File: config.mk
export PLATFORM = sky130hd
export DESIGN_NAME = banco_registradores_sb_flat
export DESIGN_NICKNAME = d
export VERILOG_FILES = /design/src/rtl/banco_registradores_sb_if.sv /design/src/rtl/banco_registradores_sb.sv /design/src/flat_wrapper.sv
export SDC_FILE = /design/constraint.sdc
export NUM_CORES = 2
export LEC_CHECK = 0
export ABC_AREA = 1
export BUFFER_PORTS_ARGS = -buffer_cell sky130_fd_sc_hd__buf_2
export CAP_MARGIN = 20
export CELL_PAD_IN_SITES_DETAIL_PLACEMENT = 1
export CELL_PAD_IN_SITES_GLOBAL_PLACEMENT = 2
export CORE_ASPECT_RATIO = 0.8
export CORE_MARGIN = 4
export CORE_UTILIZATION = 33
export DETAILED_ROUTE_END_ITERATION = 6
export HOLD_SLACK_MARGIN = 0.12
export PLACE_DENSITY = 0.75
export SKIP_CTS_REPAIR_TIMING = 1
export SYNTH_ARGS = -nofsm -noshare
export SYNTH_HDL_FRONTEND = slang
export SYNTH_SLANG_ARGS = --single-unit
File: constraint.sdc
create_clock -name clock -period 7.5 [get_ports clock]
set_clock_uncertainty 0.05 [all_clocks]
set_input_delay 0.375 -clock clock [delete_from_list [all_inputs] [get_ports clock]]
set_output_delay 0.375 -clock clock [all_outputs]
set_load 0.005 [all_outputs]
File: src/rtl/banco_registradores_sb_if.sv
// Bus interface for banco_registradores_sb: decode-side read/issue signals and
// writeback-side write signals, grouped so the register file takes one bundle.
// The master modport is the pipeline side, the slave modport is the register file.
interface banco_registradores_sb_if #(
    parameter int WIDTH  = 32,
    parameter int AW     = 5,
    parameter int NUM_RD = 2
);
    logic [NUM_RD*AW-1:0]    rd_addr;
    logic [NUM_RD*WIDTH-1:0] rd_data;
    logic [NUM_RD-1:0]       rd_busy;
    logic                    we;
    logic [AW-1:0]           wr_addr;
    logic [WIDTH-1:0]        wr_data;
    logic                    iss_valid;
    logic [AW-1:0]           iss_addr;
    logic [AW:0]             busy_cnt;

    modport master (
        output rd_addr, we, wr_addr, wr_data, iss_valid, iss_addr,
        input  rd_data, rd_busy, busy_cnt
    );

    modport slave (
        input  rd_addr, we, wr_addr, wr_data, iss_valid, iss_addr,
        output rd_data, rd_busy, busy_cnt
    );
endinterface

File: src/rtl/banco_registradores_sb.sv
// banco_registradores_sb: parametrised MIPS register file with NUM_RD
// combinational read ports, one synchronous write port and a per-register
// busy scoreboard (set at issue, cleared at writeback, issue wins a tie).
// busy_cnt is the registered popcount of the busy bits.
// Optional feature macro: REGFILE_BYPASS_EN enables same-cycle write-to-read
// forwarding of data (busy forwarded as 0 unless the same register is being
// re-issued this cycle).
module banco_registradores_sb #(
    parameter int WIDTH    = 32,
    parameter int NREGS    = 32,
    parameter int AW       = 5,
    parameter int NUM_RD   = 2,
    parameter int ZERO_REG = 1
) (
    input  logic                    clock,
    input  logic                    reset_n,
    banco_registradores_sb_if.slave bus
);

    logic [WIDTH-1:0] regs_q [NREGS];
    logic [WIDTH-1:0] regs_d [NREGS];
    logic [NREGS-1:0] busy_q;
    logic [NREGS-1:0] busy_d;
    logic [AW:0]      busy_cnt_q;
    logic [AW:0]      busy_cnt_d;

    // Register 0 is read-only zero when ZERO_REG is set, so writes and issues
    // aimed at it are dropped before they reach the array or scoreboard.
    logic wr_en;
    logic iss_en;

    // Qualify write and issue against the hardwired-zero register.
    always_comb begin
        wr_en  = bus.we;
        iss_en = bus.iss_valid;
        if ((ZERO_REG != 0) && (bus.wr_addr == '0)) begin
            wr_en = 1'b0;
        end
        if ((ZERO_REG != 0) && (bus.iss_addr == '0)) begin
            iss_en = 1'b0;
        end
    end

    // Next array contents: only the addressed register changes on a write.
    always_comb begin
        regs_d = regs_q;
        if (wr_en) begin
            regs_d[bus.wr_addr] = bus.wr_data;
        end
    end

    // Next scoreboard: clear applied first so a same-edge issue overrides it
    // (the newer producer owns the register).
    always_comb begin
        busy_d = busy_q;
        for (int r = 0; r < NREGS; r++) begin
            if (wr_en && (bus.wr_addr == AW'(r))) begin
                busy_d[r] = 1'b0;
            end
            if (iss_en && (bus.iss_addr == AW'(r))) begin
                busy_d[r] = 1'b1;
            end
        end
    end

    // Popcount of the next busy vector so the count moves on the same edge.
    always_comb begin
        busy_cnt_d = '0;
        for (int r = 0; r < NREGS; r++) begin
            busy_cnt_d = busy_cnt_d + {{AW{1'b0}}, busy_d[r]};
        end
    end

    // Array, scoreboard and count state; async reset clears everything.
    always_ff @(posedge clock or negedge reset_n) begin
        if (!reset_n) begin
            for (int r = 0; r < NREGS; r++) begin
                regs_q[r] <= '0;
            end
            busy_q     <= '0;
            busy_cnt_q <= '0;
        end else begin
            regs_q     <= regs_d;
            busy_q     <= busy_d;
            busy_cnt_q <= busy_cnt_d;
        end
    end

    // Combinational read ports with optional forwarding and zero-register override.
    always_comb begin
        logic [AW-1:0]    addr;
        logic [WIDTH-1:0] data;
        logic             busy;
        bus.rd_data = '0;
        bus.rd_busy = '0;
        for (int k = 0; k < NUM_RD; k++) begin
            addr = bus.rd_addr[k*AW +: AW];
            data = regs_q[addr];
            busy = busy_q[addr];
`ifdef REGFILE_BYPASS_EN
            if (wr_en && (bus.wr_addr == addr)) begin
                data = bus.wr_data;
                busy = iss_en && (bus.iss_addr == bus.wr_addr);
            end
`endif
            if ((ZERO_REG != 0) && (addr == '0)) begin
                data = '0;
                busy = 1'b0;
            end
            bus.rd_data[k*WIDTH +: WIDTH] = data;
            bus.rd_busy[k]                = busy;
        end
    end

    assign bus.busy_cnt = busy_cnt_q;

endmodule
File: src/flat_wrapper.sv
// flat-port wrapper written by rule: the top's interface ports become plain ports
module banco_registradores_sb_flat 
#(
    parameter int WIDTH    = 32,
    parameter int NREGS    = 32,
    parameter int AW       = 5,
    parameter int NUM_RD   = 2,
    parameter int ZERO_REG = 1
)
  (clock, reset_n, bus_rd_addr, bus_we, bus_wr_addr, bus_wr_data, bus_iss_valid, bus_iss_addr, bus_rd_data, bus_rd_busy, bus_busy_cnt);
  banco_registradores_sb_if #(.WIDTH(WIDTH), .AW(AW), .NUM_RD(NUM_RD)) bus_i ();
  input  logic clock;
  input  logic reset_n;
  input wire logic [$bits(bus_i.rd_addr)-1:0] bus_rd_addr;
  input wire logic [$bits(bus_i.we)-1:0] bus_we;
  input wire logic [$bits(bus_i.wr_addr)-1:0] bus_wr_addr;
  input wire logic [$bits(bus_i.wr_data)-1:0] bus_wr_data;
  input wire logic [$bits(bus_i.iss_valid)-1:0] bus_iss_valid;
  input wire logic [$bits(bus_i.iss_addr)-1:0] bus_iss_addr;
  output wire logic [$bits(bus_i.rd_data)-1:0] bus_rd_data;
  output wire logic [$bits(bus_i.rd_busy)-1:0] bus_rd_busy;
  output wire logic [$bits(bus_i.busy_cnt)-1:0] bus_busy_cnt;
  assign bus_i.rd_addr = bus_rd_addr;
  assign bus_i.we = bus_we;
  assign bus_i.wr_addr = bus_wr_addr;
  assign bus_i.wr_data = bus_wr_data;
  assign bus_i.iss_valid = bus_iss_valid;
  assign bus_i.iss_addr = bus_iss_addr;
  assign bus_rd_data = bus_i.rd_data;
  assign bus_rd_busy = bus_i.rd_busy;
  assign bus_busy_cnt = bus_i.busy_cnt;
  banco_registradores_sb #(.WIDTH(WIDTH), .NREGS(NREGS), .AW(AW), .NUM_RD(NUM_RD), .ZERO_REG(ZERO_REG)) u_core (.clock(clock), .reset_n(reset_n), .bus(bus_i));
endmodule
==> results.tsv <==
metric	value	unit
vias in the first global route	61200	
worst min path class	in2async	
Most used DFF post-synth	dfrtp_1	
syn_nets	8791	
#FFs+latches synth	1062	
later-pin clock latency in the skew report	770	ps
grt ovf	0	
TritonRoute pass-1 iters	7	
Max VDD drop	1.42	mV
Post-DP HPWL	150000	um
grt met2 use	0.470	
final hold vios	0	
layout cells sized above 1	0.0656	
setup TNS	0	ps
drt initial violations	5563	
Synth Area in Adders	0.00963	
largest net degree at the start of global routing	178	
Mapped Avg Cell Area	6.93	um2
Post-Syn Instances	8703	
Synthesis Warnings	0	
H-tree lvl count	4	
initial antenna violation count	17	
CTS tree	built	
violated checks	DRC	
Port Buffers	127	
first-pass GRT wire length	415000	um
Remaining DRCs	1	
reported max-cap violation count	0	
main combinational cell family by area after synthesis	simple AND/OR/NAND/NOR gates	
Relative slew margins	0.205	
final wirelength	278000	um
CP endpoint kind	flip-flop	
Filler cells	22600	
Area Overhead vs Synth	10.5	%
via density per instance	5.55	
sequential area share after synthesis	0.441	
number of synthesized flops with an enable pin	0	
status	finished, violations left	
XOR/XNOR Fraction of Synth Area	0.000436	
Placer Congestion	0.816	
Via Count	60200	
final period utilization	0.855	
commonest non-fill, non-tap cell in the layout	nand2_1	
GR peak layer	met2	
Async SR Flop Fraction	1.00	
Core Box Area	0.182	mm2
gr usage total	0.289	
Yosys cell types	40	
WL/cell	25.6	um
root buffer cell	clkbuf_16	
Clk pin slew, worst setup/hold paths	60	ps
Critical Path AT	7030	ps
commonest cells after routing, fill and taps aside	3467 x nand2_1, 1446 x nand3_1, 1062 x dfrtp_1, 826 x o21ai_0, 329 x nor2_1	
CTS sink cnt	1062	
Starting Density	0.332	
RSZ-0062 raised after global routing	false	
post-synthesis mux area share	0	
CTS max path bufs	3	
I/O Pins	128	
antenna-violating nets left	0	
worst slew pin tran	1190	ps
critical path launch point type	input pin	
fmax	0.156	GHz
# nets final	8435	
met3 Use GR	0.0396	
Leakage Power	31.3	nW
setup violators final	0	
CP Class	in2reg	
critical path data required time	8110	ps
Slew Limit Fails	0	
critical path peak fanout	4	
post-layout util	0.366	
die area	0.190	mm2
CTS Buf Count	132	
Row Count	140	
compound-gate portion of the synthesized area	0.113	
M1 GR Usage	0.404	
R2R Setup Slk	2260	ps
Power per Cell Area	302	mW/mm2
Tmin final	6410	ps
simple-gate share of the synthesized area	0.361	
Cell Area, Synth	0.0603	mm2
Die Y	390	um
Die Width	486	um
## registers in the layout, summed over array words and instances, names as in the netlist
name / count
u_core.regs_q: 1024
u_core.bus.busy_cnt: 6
u_core.busy_q: 32
## metrics by stage
step / setup WS [ps] / hold WS [ps] / power, mW / instance area [um2] / instances
after floorplan: 1800 / 29.4 / 11.6 / 60300 / 8703
final: 1090 / 180 / 20.1 / 66600 / 10900
after global placement: 1120 / 336 / 13.2 / 61600 / 10600
after CTS: 1880 / -437 / 20.3 / 66100 / 10800
after detailed placement: 1070 / 341 / 13.4 / 61600 / 10600
after global routing: 917 / 215 / 21.4 / 66600 / 10900
## synth_stat cells, types with 2 or more instances
master    count  area share
buf_2       289       0.024
xor2_1        2     0.00029
clkinv_1      3     0.00019
inv_2        25      0.0016
nor2_2        2     0.00021
nor2_4        6      0.0011
buf_6        35      0.0065
o211ai_1     19      0.0024
nand3_1    1449        0.12
buf_4        22      0.0027
inv_1       217       0.014
nor3_1        2     0.00017
ha_1          8      0.0017
o21ai_0     826       0.069
a21oi_1     267       0.022
o22ai_1      14      0.0015
a22oi_1       2     0.00025
nor2_1      330       0.021
fa_1         24      0.0080
clkbuf_1    367       0.023
dfrtp_1    1062        0.44
buf_1        59      0.0037
nor3_2        3     0.00050
o21ai_1     132       0.011
nand2_2       6     0.00062
o21a_1        3     0.00037
nand2_4       2     0.00037
o21ai_2      45      0.0065
nor2_8        2     0.00066
nand2_1    3470        0.22
## logic make-up (layout without fill, tap and decap cells)
kind of cell,Yosys count,count (layout)
buf+inv,1019,758
other cells,0,4
simple gates,5276,5276
compound gates,1311,1311
flops,1062,1062
fa+ha+maj,32,32
xor+xnor,3,3
## cell type report
class                      instances  area, um2  area share
sequential                      1062      26600       0.399
timing repair buffer             283       2270      0.0341
clock buffer                     191       3970      0.0596
tap                             2414       3020      0.0453
antenna                            4       10.0    0.000150
inverter                         246        986      0.0148
multi-input combinational       6622      29300       0.440
clock inverter                    38        485     0.00729
## critical path, cell delays in order
cell,delay [ps]
dlygate4sd3_1,600
buf_2,170
nor2_1,150
dlygate4sd3_1,620
nand2_1,110
dlygate4sd3_1,600
o21ai_1,170
inv_1,80
fa_1,470
fa_1,490
inv_1,80
fa_1,520
fa_1,440
fa_1,500
inv_1,50
fa_1,430
inv_1,80
fa_1,200
inv_1,70
fa_1,460
o21a_1,210
xor2_1,140
## power breakdown
part | internal (mW) | switching (mW)
Clock | 4.04 | 2.75
Combinational | 2.12 | 3.42
Sequential | 6.90 | 0.877
## path summary, 6_finish.rpt
path                       cells past startpoint           startpoint                     end
max in group asynchronous                      4              reset_n       u_core.busy_q[22]
hold / removal                                 2              reset_n       u_core.regs_q[70]
setup reg to reg                              18     u_core.busy_q[1]  u_core.bus.busy_cnt[4]
hold reg to reg                                0  u_core.regs_q[1000]     u_core.regs_q[1000]
min in group clock                             7       bus_wr_addr[2]       u_core.busy_q[10]
setup / recovery                              22      bus_iss_addr[3]  u_core.bus.busy_cnt[4]
## metal layers
layer | share of wire | vias up
li1 | - | 27500
met4 | 0.028 | 4
met2 | 0.45 | 1819
met1 | 0.46 | 30600
met3 | 0.057 | 380
met5 | 0.000076 | -
No activity file was read; power rests on OpenSTA's default activity.
